[src/rtl/multicycle_divider.sv]
// Multicycle restoring divider: one quotient bit per RUN cycle, MSB first, with
// signed/unsigned operation and a divide-by-zero flag. DivAns = {remainder, quotient}.
module multicycle_divider #(
  parameter int WIDTH = 32
) (
  input  logic                 clk,
  input  logic                 reset,
  input  logic                 start,
  input  logic                 is_signed,
  input  logic [WIDTH-1:0]     dividend,
  input  logic [WIDTH-1:0]     divisor,
  output logic                 busy,
  output logic                 done,
  output logic                 div_zero,
  output logic [2*WIDTH-1:0]   DivAns
);

  localparam int CW = $clog2(WIDTH + 1);

  typedef enum logic [1:0] {
    IDLE = 2'd0,
    RUN  = 2'd1,
    DONE = 2'd2
  } state_t;

  state_t               state_q, state_d;
  logic [CW-1:0]        cnt_q, cnt_d;
  logic [WIDTH:0]       rem_q, rem_d;
  logic [WIDTH-1:0]     quo_q, quo_d;
  logic [WIDTH-1:0]     dvsr_q, dvsr_d;
  logic                 qneg_q, qneg_d;
  logic                 dneg_q, dneg_d;
  logic                 dz_q, dz_d;
  logic [2*WIDTH-1:0]   ans_q, ans_d;
  logic                 div_zero_q, div_zero_d;

  logic [WIDTH:0]       rem_shift;
  logic [WIDTH+1:0]     diff;
  logic                 q_bit;
  logic [WIDTH:0]       rem_step;
  logic [WIDTH-1:0]     quo_step;
  logic [WIDTH-1:0]     quo_fix;
  logic [WIDTH-1:0]     rem_fix;
  logic                 a_neg;
  logic                 b_neg;
  logic [WIDTH-1:0]     a_mag;
  logic [WIDTH-1:0]     b_mag;

  always_comb begin
    state_d    = state_q;
    cnt_d      = cnt_q;
    rem_d      = rem_q;
    quo_d      = quo_q;
    dvsr_d     = dvsr_q;
    qneg_d     = qneg_q;
    dneg_d     = dneg_q;
    dz_d       = dz_q;
    ans_d      = ans_q;
    div_zero_d = div_zero_q;

    // quo_q starts as the dividend magnitude and is shifted out while quotient bits shift in.
    rem_shift = {rem_q[WIDTH-1:0], quo_q[WIDTH-1]};
    diff      = {1'b0, rem_shift} - {2'b00, dvsr_q};
    q_bit     = ~diff[WIDTH+1];
    rem_step  = q_bit ? diff[WIDTH:0] : rem_shift;
    quo_step  = {quo_q[WIDTH-2:0], q_bit};
    quo_fix   = qneg_q ? -quo_step : quo_step;
    rem_fix   = dneg_q ? -rem_step[WIDTH-1:0] : rem_step[WIDTH-1:0];

    a_neg = is_signed & dividend[WIDTH-1];
    b_neg = is_signed & divisor[WIDTH-1];
    a_mag = a_neg ? -dividend : dividend;
    b_mag = b_neg ? -divisor : divisor;

    unique case (state_q)
      IDLE: begin
        if (start) begin
          state_d = RUN;
          cnt_d   = '0;
          rem_d   = '0;
          quo_d   = a_mag;
          dvsr_d  = b_mag;
          qneg_d  = a_neg ^ b_neg;
          dneg_d  = a_neg;
          dz_d    = (divisor == '0);
        end
      end
      RUN: begin
        rem_d = rem_step;
        quo_d = quo_step;
        cnt_d = cnt_q + 1'b1;
        if (cnt_q == CW'(WIDTH - 1)) begin
          state_d    = DONE;
          div_zero_d = dz_q;
          // With a zero divisor the remainder path reproduces the raw dividend bits.
          ans_d      = dz_q ? {rem_fix, {WIDTH{1'b1}}} : {rem_fix, quo_fix};
        end
      end
      DONE: state_d = IDLE;
      default: state_d = IDLE;
    endcase
  end

  always_ff @(posedge clk) begin
    if (reset) begin
      state_q    <= IDLE;
      cnt_q      <= '0;
      rem_q      <= '0;
      quo_q      <= '0;
      dvsr_q     <= '0;
      qneg_q     <= 1'b0;
      dneg_q     <= 1'b0;
      dz_q       <= 1'b0;
      ans_q      <= '0;
      div_zero_q <= 1'b0;
    end else begin
      state_q    <= state_d;
      cnt_q      <= cnt_d;
      rem_q      <= rem_d;
      quo_q      <= quo_d;
      dvsr_q     <= dvsr_d;
      qneg_q     <= qneg_d;
      dneg_q     <= dneg_d;
      dz_q       <= dz_d;
      ans_q      <= ans_d;
      div_zero_q <= div_zero_d;
    end
  end

  assign busy     = (state_q != IDLE);
  assign done     = (state_q == DONE);
  assign div_zero = div_zero_q;
  assign DivAns   = ans_q;

endmodule

[config.mk]
export PLATFORM = sky130hd
export DESIGN_NAME = multicycle_divider
export DESIGN_NICKNAME = d
export VERILOG_FILES = /design/src/rtl/multicycle_divider.sv
export SDC_FILE = /design/constraint.sdc
export NUM_CORES = 1
export LEC_CHECK = 0
export CAP_MARGIN = 20
export CORE_ASPECT_RATIO = 0.5
export CORE_MARGIN = 2
export CORE_UTILIZATION = 62
export CTS_CLUSTER_DIAMETER = 150
export DETAILED_ROUTE_END_ITERATION = 6
export PLACE_DENSITY = 0.87
export SLEW_MARGIN = 30
export SYNTH_ARGS = -nofsm -noshare
export SYNTH_HDL_FRONTEND = slang
export SYNTH_SLANG_ARGS = --single-unit
[constraint.sdc]
create_clock -name clk -period 8.9 [get_ports clk]
set_clock_uncertainty 0.05 [all_clocks]
set_input_delay 0.89 -clock clk [delete_from_list [all_inputs] [get_ports clk]]
set_output_delay 0.89 -clock clk [all_outputs]
set_load 0.01 [all_outputs]
* Yosys cells after proc, flatten, opt, wreduce, memory -nomap -nowiden
Index checks and enable logic that the tools add are counted.
** Storage, ports and cells
- Register bits after elaboration :: 172
- Bits in latches :: 0
- Bits in writable memories :: 0
- Memory bits (read-only) :: 0
- Bits of input ports :: 68
- Logic and storage cells :: 48
- Memories :: 0
** Operators by class
- Add/sub/neg operators :: 6
- Multiply operators :: 0
- Divide/modulo/power cells :: 0
- Magnitude comparators :: 0
- Equality and inequality tests :: 5
- Shift-type cells :: 0
- Mux-type cells :: 15
- Bitwise logic cells :: 4
- Reductions and logical operators :: 8
** Operator list (number)
- two-way mux 32 bit :: 8
- negation 32 bit :: 4
- case mux 32 bit (2 select lines) :: 2
- subtractor 33 x 32 -> 34 bit :: 1
- logical NOT 32 bit :: 1
- case mux 6 bit (2 select lines) :: 1
- AND reduction 2 bit :: 4
- adder 6 x 1 -> 6 bit (second input constant) :: 1
- equality test 6 x 5 -> 1 bit (second input constant) :: 1
- two-way mux 6 bit :: 1
- two-way mux 2 bit :: 2
- != test 2 bit (second input constant) :: 2
- case mux 2 bit (2 select lines) :: 1
- nonzero test 2 bit :: 2
- bitwise AND 1 bit :: 2
- equality test 2 x 1 -> 1 bit (second input constant) :: 1
- equality test 2 bit (second input constant) :: 1
- logical NOT 2 bit :: 1
- inverter 1 bit :: 1
- XOR 1 bit :: 1

* Logic depth before layout (Yosys ltp)
Gate-level depths: netlist (run 1).
- Word-level depth :: 5
- Gate-level depth with buffers :: 23

* Worst setup path after synthesis (run 1)
Ideal clock, no wire load.
- Path kind :: flip-flop to flip-flop
- Start point :: register dvsr_q[4]
- End point :: register ans_q[62] (netlist: DivAns[62])
- Setup time :: 0.134 ns
- Arrival time :: 4.652 ns
- Setup slack :: 4.064 ns
- Stages on the path, launching flop included :: 21
- Buffers on the path :: 3
- Clock period less this slack :: 4.836 ns
- Path through :: dfxtp_1 > inv_1 > ha_1 > nand2_2 > a211o_4 > a2111oi_4 > o21ai_2 > a21o_2 > nand2_4 > buf_2 > buf_2 > buf_2 > mux2i_1 > ha_1 > nand2_1 > a2111oi_4 > a31oi_1 > a2111oi_4 > nand2_2 > o41ai_1 > nand3_1
** On the way
- Word-level cells in the longest chain between the ends :: 4
** Ends and longest elaborated chain
- start: declaration :: line 30 : logic [WIDTH-1:0] dvsr_q, dvsr_d;
- start signal: assignment :: line 121 : dvsr_q <= dvsr_d;
- subtractor 33 x 32 -> 34 bit * :: line 63 : diff = {1'b0, rem_shift} - {2'b00, dvsr_q};
- two-way mux 32 bit * :: line 65 : rem_step = q_bit ? diff[WIDTH:0] : rem_shift;
- negation 32 bit :: line 68 : rem_fix = dneg_q ? -rem_step[WIDTH-1:0] : rem_step[WIDTH-1:0];
- two-way mux 32 bit * :: line 68
- end signal: assignment :: line 125 : ans_q <= ans_d;
- end: declaration :: line 34 : logic [2*WIDTH-1:0] ans_q, ans_d;
Mark *: on every way between the ends. The rest lies on a longest branch, timed or not.
A chain may end at the register's enable or synchronous reset.

* Worst setup path after layout (run 1)
- Start point :: register rem_q[7]
- End point :: register ans_q[62] (netlist: DivAns[62])
** On the way
- Word-level cells in the longest chain between the ends :: 4
** Ends and longest elaborated chain
- start: declaration :: line 28 : logic [WIDTH:0] rem_q, rem_d;
- start signal: assignment :: line 119 : rem_q <= rem_d;
- subtractor 33 x 32 -> 34 bit :: line 63
- two-way mux 32 bit * :: line 65
- negation 32 bit :: line 68
- two-way mux 32 bit * :: line 68
Marked as above.

==> impl_metrics.yaml, run 1 <==
route:
  drtIter0Drc: 1057
  dr.pass1.iters: 7
  ant_nets: 0
  vias: 12100
  post-route-drc-count: 0
  wl_per_cell_um: 18.5
  wirelength_um: 34900
  routed_via_density: 6.40
logic_synthesis:
  syn_avg_cell_area_sq_um: 7.53
  synthCells: 1556
  synthTopCellsByArea: "dfxtp_1 29%, nor2_1 6.5%, a21oi_1 6.0%"
  async_flop_share: 0
  ys_seq_elements: 172
  synth_warnings: 0
  ys_types: 87
  syn-cell-area_sq_mm: 0.0117
  synth-edff-count: 0
  synth_fp_nets: 1662
  synth_top_cell_by_area: "dfxtp_1"
  synthFlopType: "dfxtp_1"
  synth.top_cell.area_share: 0.294
  ys_seq_area_frac: 0.294
clock_tree:
  root_buffer: "clkbuf_16"
  cts_tree: "built"
  post_cts_resized: 0
  clk_latency_ns: 0.44
  cts_hold_buf: 0
  clk_path_buf_depth: 2
  htreeDepth: 4
  clkSinkCount: 172
  post_cts_buffers: 0
  cts_buffers: 17
  cts.clk_slew.worst_paths_ns: 0.08
timing:
  rsz0062_at_grt: "no"
  finalCriticalPeriod_ns: 5.31
  finalHoldViolations: 0
  period_share: 0.596
  whs_ns: 0.402
  finalSetupTns_ns: 0
  fmax_mhz: 188
  setup_ws_ns: 3.59
  slew_viol_final: 0
  worstMarginPinSlew_ns: 0.902
  setup_violations: 0
  slew_headroom: 0.392
cells_and_area:
  fillers: 1465
  diodes: 0
  area_growth_pct: 16.8
  nets: 1725
  drive_gt1_frac: 0.0539
  stdcell_count: 1891
critical_path:
  reg2reg_depth: 16
  r2r-start: "rem_q[7]"
  crit_path_end: "DivAns[62]"
  startpoint_type: "flop"
  critPathKind: "reg -> reg"
  reg2reg_to: "DivAns[62]"
  startpoint: "rem_q[7]"
  cp-end-kind: "flop"
  crit_path_max_fanout: 41
  worstPathArrival_ns: 5.58
  reg2reg_slack_ns: 3.59
  crit_required_ns: 9.17
power:
  p_clk_frac: 0.166
  p_leak_nw: 5.02
  combPwrFrac: 0.639
  seqPwrFrac: 0.195
  p_switching_mw: 2.31
  cellPowerDensity_mw_per_mm2: 339
  netSwitchingFraction: 0.498
  total_power_mw: 4.64
  ir_drop_mv: 0.448
  power.internal_mw: 2.33
flow_run:
  cap_violations: 0
grt:
  grt_max_degree: 64
  grt-ovfl-total: 0
  first_global_vias: 11400
  grt_use_total: 0.354
  grt_pass1_wl_um: 57100
  antenna_found_initial: 0
die:
  core_sq_mm: 0.0185
  fp.dieH_um: 101
  fp-row-count: 35
  start_util: 0.634
  die_area_sq_mm: 0.0201
  die_w_um: 198
  io_pins: 135
min_path:
  hold_path_class: "reg -> reg"
  hp-start: "DivAns[51]"
placement:
  io_buffers: 134
  post-place-ws_ns: 3.67
  dp_hpwl_um: 25400
  gp_congestion: 0.937
  dp_cells: 1859
run_status:
  status: "complete, no violations"
[logic make-up after synthesis]
| family | Yosys count | synth area share |
|---|---|---|
| simple gates | 562 | 0.223 |
| compound gates | 471 | 0.271 |
| flops | 172 | 0.294 |
| buf+inv | 161 | 0.0535 |
| xor+xnor | 123 | 0.0919 |
| fa+ha+maj | 38 | 0.0412 |
| mux | 29 | 0.0252 |
[through the flow]
stage,utilization,area (sq um)
after floorplan,-,11700
after global placement,0.708,13100
after detailed placement,0.708,13100
after CTS,0.741,13700
after global routing,0.741,13700
final,0.741,13700
[worst min-delay path by stage]
| stage | cells after the start | slack (ns) | to |
|---|---|---|---|
| floorplan | 2 | 0.38 | dvsr_q[31] |
| global placement | 2 | 0.39 | DivAns[51] |
| detailed placement | 2 | 0.40 | DivAns[51] |
| CTS | 2 | 0.40 | DivAns[51] |
| global route | 2 | 0.43 | div_zero |
| finish | 2 | 0.40 | DivAns[51] |
[critical path: stages (launching register included)]
cell,delay (ns)
dfxtp_1,0.37
ha_1,0.47
nand2_1,0.13
o21ai_1,0.33
nor3b_2,0.41
o21ai_2,0.13
a21o_2,0.38
nand2_4,0.52
mux2i_1,0.35
ha_1,0.28
nand2_1,0.11
a2111oi_4,0.23
a31oi_1,0.25
a2111oi_4,0.51
nand2_2,0.15
o41ai_1,0.39
nand3_1,0.11
[flip-flops by register name, indices dropped and copies added (netlist names)]
signal,count
div_zero,1
rem_q,32
state_q,2
qneg_q,1
cnt_q,6
dz_q,1
DivAns,64
quo_q,32
dneg_q,1
dvsr_q,32
[Yosys cell counts, drive strengths merged, types with 4 or more instances]
cell type	count
o211ai	13
a311oi	4
nor3b	4
o21ai	68
and3	10
o21a	9
nor3	51
or2	5
xor2	76
a31oi	37
a2111oi	7
nor2	205
nor4	15
dfxtp	172
mux2i	25
o221ai	4
clkbuf	87
o41ai	14
ha	37
nand2b	12
nand3b	5
or4	14
and2	11
or3	27
nand4	11
nor2b	6
o31a	5
a22oi	32
nand3	27
o31ai	19
a211oi	67
buf	15
mux2	4
nand4b	4
nand2	150
o22ai	5
xnor2	47
a21oi	142
inv	59
a21o	15
[metal layers]
| layer | global-route usage | vias to the layer above | share of wire |
|---|---|---|---|
| met5 | 0 | - | 0 |
| met4 | 0.141 | 0 | 0.033 |
| met3 | 0.0623 | 94 | 0.061 |
| met2 | 0.616 | 487 | 0.47 |
| met1 | 0.442 | 5751 | 0.43 |
| li1 | - | 5764 | - |
[cells in the final DEF, fill, tap and decap left out, types with 5 or more instances in the layout]
master	instances
a211oi_1	66
a21o_1	14
a21oi_1	141
a22oi_1	32
a31oi_1	36
and2_1	10
and3_1	10
buf_4	13
clkbuf_16	17
clkdlybuf4s50_1	133
dfxtp_1	171
ha_1	37
inv_1	58
inv_8	5
mux2i_1	25
nand2_1	146
nand2b_1	11
nand3_1	27
nand3b_1	5
nand4_1	11
nor2_1	203
nor2b_1	5
nor3_1	50
nor4_1	14
o211ai_1	13
o21a_1	9
o21ai_0	64
o22ai_1	5
o31a_1	5
o31ai_1	19
o41ai_1	12
or3_1	26
or4_1	14
xnor2_1	47
xor2_1	76
[power groups by stage]
stage / logic (mW) / clock network, mW / registers, mW
CTS: 2.90 / 0.768 / 0.901
floorplan: 2.28 / 0 / 0.889
global route: 3.23 / 0.805 / 0.910
global placement: 2.78 / 0 / 0.915
detailed placement: 2.87 / 0 / 0.918
finish: 2.97 / 0.770 / 0.905
[layout make-up]
class,instances,area [sq um],area share
clock buffer,17,425,0.0311
clock inverter,15,175,0.0128
inverter,59,221,0.0162
multi-input combinational,1223,7670,0.560
sequential,172,3440,0.252
tap,259,324,0.0237
timing repair buffer,146,1430,0.104
(Power assumes the default switching activity.)
==> inputs of run 2 (changes only) <==
CORE_UTILIZATION = 58   (was 62)
PLACE_DENSITY = 0.82   (was 0.87)
clock period = 5.5 ns   (was 8.9 ns; I/O delays follow)
==> run 2 against run 1 <==
Combinational power grew 64%. First-iteration DRC count grew 5.1%. Fmax grew 7.8%. Clock power grew 69%. Total power grew 64%. Wire length grew 0.72%. Non-clock buffer count grew 2. Hold slack gained 0.00063 ns. Count of clock-buffer cells in the layout grew 2. Global-route usage shrank 2.5 points. Setup slack lost 3.0 ns. Final area grew 0.42%. Largest power group unchanged.
==> impl_metrics.yaml, run 2 (synthesis gave the netlist of run 1 again) <==
run_status:
  status: "complete, no violations"
power:
  seqPwrFrac: 0.192
  netSwitchingFraction: 0.491
  p_switching_mw: 3.75
  cellPowerDensity_mw_per_mm2: 555
  total_power_mw: 7.63
  power.internal_mw: 3.89
  ir_drop_mv: 0.503
  p_leak_nw: 5.05
  combPwrFrac: 0.638
  p_clk_frac: 0.170
grt:
  first_global_vias: 11100
  grt_use_total: 0.329
  antenna_found_initial: 1
  grt_pass1_wl_um: 56800
  grt-ovfl-total: 0
  grt_max_degree: 63
cells_and_area:
  area_growth_pct: 17.3
  diodes: 0
  stdcell_count: 1900
  drive_gt1_frac: 0.0539
  largest_reg_flops: 64
  fin_util: 0.700
  fillers: 1681
  mostFrequentLayoutCell: "nor2_1"
  nets: 1727
  seq_area_sq_mm: 0.00344
  multiInputGateArea_sq_mm: 0.00767
  final_cell_mix: "203 x nor2_1, 171 x dfxtp_1, 147 x nand2_1"
die:
  core_sq_mm: 0.0196
  start_util: 0.597
  fp.dieH_um: 105
  die_w_um: 205
  die_area_sq_mm: 0.0214
  io_pins: 135
  fp-row-count: 36
critical_path:
  cp-end-kind: "flop"
  critPathKind: "reg -> reg"
  worstPathArrival_ns: 5.19
  crit_path_max_fanout: 14
  worstPathCellList: "ha_1 > nand2_1 > o21ai_1 > nor3b_2 > o21ai_2 > a21o_2 > nand2_4 > mux2i_1 > ha_1 > nand2_1 > a2111oi_4 > a31oi_1 > a2111oi_4 > nand2_2 > o41ai_1 > nand3_1"
  critPathTopFamily: "compound AO/OA/AOI/OAI gates"
  startpoint_type: "flop"
  crit_required_ns: 5.77
  max_stage_delay_ns: 0.53
  slowest_stage: "a2111oi_4"
  path_buf_inv: 0
clock_tree:
  htreeDepth: 4
  clk_latency_ns: 0.45
  clk_path_buf_depth: 2
  post_cts_resized: 0
  cts_hold_buf: 0
  cts_buffers: 17
  cts.clk_slew.worst_paths_ns: 0.07
  cts_tree: "built"
  root_buffer: "clkbuf_16"
  post_cts_buffers: 0
  clkSinkCount: 172
placement:
  gp_congestion: 0.902
  dp_cells: 1868
  dp_hpwl_um: 25700
  post-place-ws_ns: 0.668
  io_buffers: 134
timing:
  finalSetupTns_ns: 0
  slew_viol_final: 0
  worstMarginPinSlew_ns: 0.840
  rsz0062_at_grt: "no"
  period_share: 0.895
  finalCriticalPeriod_ns: 4.92
  setup_ws_ns: 0.575
  setup_violations: 0
  slew_headroom: 0.435
  finalHoldViolations: 0
  fmax_mhz: 203
route:
  wirelength_um: 35200
  ant_nets: 0
  drtIter0Drc: 1111
  post-route-drc-count: 0
  dr.pass1.iters: 5
  wl_per_cell_um: 18.5
  routed_via_density: 6.24
  vias: 11900
min_path:
  hold_path_class: "reg -> reg"
flow_run:
  cap_violations: 0
## run 2: stage by stage
stage | hold slack [ns] | instance area (sq um)
2_1_floorplan | 0.382 | 11700
3_3_place_gp | 0.390 | 13100
3_5_place_dp | 0.397 | 13100
4_1_cts | 0.409 | 13700
5_1_grt | 0.421 | 13700
6_report | 0.403 | 13700
## run 2: final timing paths
check              from         end  slack [ns]  cells after the start
max            rem_q[7]  DivAns[62]        0.58                     16
min          DivAns[40]  DivAns[40]        0.40                      2
max reg2reg    rem_q[7]  DivAns[62]        0.58                     16
min reg2reg  DivAns[40]  DivAns[40]        0.40                      2
## run 2: final cells by class
cell class	count	area share
clock inverter	13	0.0132
clock buffer	19	0.0322
sequential	172	0.251
timing repair buffer	148	0.106
multi-input combinational	1223	0.558
inverter	59	0.0161
tap	266	0.0242
## run 2: worst min-delay path: stages (launching register included)
cell     delay, ns
dfxtp_1       0.31
nand2_1       0.05
a21oi_1       0.05
## run 2: power by group through the flow
stage          Sequential, mW  Combinational, mW  Clock, mW
5_1_grt                  1.47               5.28       1.35
2_1_floorplan            1.44               3.69          0
3_3_place_gp             1.48               4.59          0
4_1_cts                  1.46               4.77       1.30
3_5_place_dp             1.48               4.72          0
6_report                 1.46               4.87       1.30
## run 2: metal layers
metal,part of all wire,global-route usage,vias up
met5,0,0,-
met4,0.028,0.125,0
met3,0.058,0.0451,73
met2,0.47,0.553,418
met1,0.44,0.430,5620
li1,-,-,5754
==> inputs of run 3 (changes only) <==
CORE_UTILIZATION = 45   (was 58)
PLACE_DENSITY = 0.66   (was 0.82)
==> run 3 against run 2 <==
Total power fell by 1.1%. Highest routed layer unchanged. Final area rose by 0.59%. Flip-flop and latch count unchanged. First-iteration DRC count is 6.8% lower. Largest power group unchanged.
==> impl_metrics.yaml, run 3 (synthesis gave the netlist of run 1 again) <==
timing:
  finalHoldViolations: 0
  period_share: 0.896
  slew_headroom: 0.448
  setup_violations: 0
  rsz0062_at_grt: "no"
  finalCriticalPeriod_ns: 4.93
  finalSetupTns_ns: 0
  worstMarginPinSlew_ns: 0.828
  slew_viol_final: 0
  setup_ws_ns: 0.574
  fmax_mhz: 203
clock_tree:
  cts_tree: "built"
  post_cts_resized: 0
  clk_path_buf_depth: 2
  clk_latency_ns: 0.45
  clkSinkCount: 172
  root_buffer: "clkbuf_16"
  cts.clk_slew.worst_paths_ns: 0.07
  post_cts_buffers: 0
  cts_buffers: 17
  cts_hold_buf: 0
  htreeDepth: 4
critical_path:
  cp-end-kind: "flop"
  critPathKind: "reg -> reg"
  crit_required_ns: 5.77
  startpoint_type: "flop"
  crit_path_max_fanout: 14
  worstPathArrival_ns: 5.20
grt:
  first_global_vias: 11400
  grt-ovfl-total: 0
  grt_pass1_wl_um: 59200
  antenna_found_initial: 0
  grt_use_total: 0.267
  grt_max_degree: 118
die:
  fp-row-count: 41
  start_util: 0.462
  die_w_um: 232
  fp.dieH_um: 118
  io_pins: 135
  die_area_sq_mm: 0.0274
  core_sq_mm: 0.0254
route:
  wl_per_cell_um: 18.2
  vias: 11700
  drtIter0Drc: 1035
  wirelength_um: 36100
  routed_via_density: 5.93
  ant_nets: 0
  dr.pass1.iters: 6
  post-route-drc-count: 0
cells_and_area:
  largest_reg_flops: 64
  nets: 1731
  final_cell_area_sq_mm: 0.0138
  area_growth_pct: 18.0
  fillers: 2440
  drive_gt1_frac: 0.0556
  mostFrequentLayoutCell: "nor2_1"
  diodes: 0
  multiInputGateArea_sq_mm: 0.00766
  final_cell_mix: "203 x nor2_1, 171 x dfxtp_1, 147 x nand2_1"
  seq_area_sq_mm: 0.00344
placement:
  post-place-ws_ns: 0.724
  io_buffers: 134
  gp_congestion: 0.861
  dp_hpwl_um: 26900
  dpl_cell_area_sq_mm: 0.0133
min_path:
  hold_path_class: "reg -> reg"
power:
  cellPowerDensity_mw_per_mm2: 546
  total_power_mw: 7.55
  ir_drop_mv: 0.541
  p_leak_nw: 5.04
run_status:
  status: "complete, no violations"
flow_run:
  cap_violations: 0
-- run 3: worst paths after layout --
path,cells past startpoint,startpoint,endpoint,slack (ns)
max,16,dvsr_q[20],DivAns[62],0.57
min reg2reg,2,DivAns[37],DivAns[37],0.41
min,2,DivAns[37],DivAns[37],0.41
max reg2reg,16,dvsr_q[20],DivAns[62],0.57
-- run 3: critical path, cell delays in order (launching register included) --
cell and delay (ns):
dfxtp_1 0.34, inv_1 0.06, ha_1 0.36, a21oi_1 0.41
o21ai_0 0.26, a21oi_1 0.23, o221a_2 0.51, nand2_4 0.23
mux2i_1 0.30, ha_1 0.29, nand2_1 0.11, a2111oi_4 0.23
a31oi_1 0.27, a2111oi_4 0.50, nand2_2 0.13, o41ai_1 0.39
nand3_1 0.11
-- run 3: per-stage QoR --
| stage | instances | hold WS [ns] | utilization |
|---|---|---|---|
| 3_5_place_dp | 1950 | 0.399 | 0.522 |
| 3_3_place_gp | 1950 | 0.392 | 0.522 |
| 4_1_cts | 1982 | 0.407 | 0.545 |
| 6_report | 1982 | 0.406 | 0.545 |
| 5_1_grt | 1982 | 0.422 | 0.545 |
| 2_1_floorplan | 1556 | 0.382 | - |
-- run 3: layout make-up --
cell class / count / share of cell area
timing repair buffer: 152 / 0.108
multi-input combinational: 1223 / 0.554
clock inverter: 13 / 0.00932
sequential: 172 / 0.249
clock buffer: 19 / 0.0320
inverter: 59 / 0.0160
tap: 344 / 0.0311
-- run 3: metal layers --
layer / wire length [um] / track usage / vias up
li1: - / - / 5758
met4: 705 / 0.0841 / 0
met3: 1350 / 0.0419 / 49
met1: 16700 / 0.349 / 5677
met2: 17300 / 0.449 / 263
met5: 0 / 0 / -
-- run 3: report_power, final --
part	leakage (nW)	internal [mW]	switching [mW]
clock network	0.275	0.647	0.571
logic	3.37	1.83	3.03
registers	1.40	1.34	0.122
total	5.04	3.82	3.73
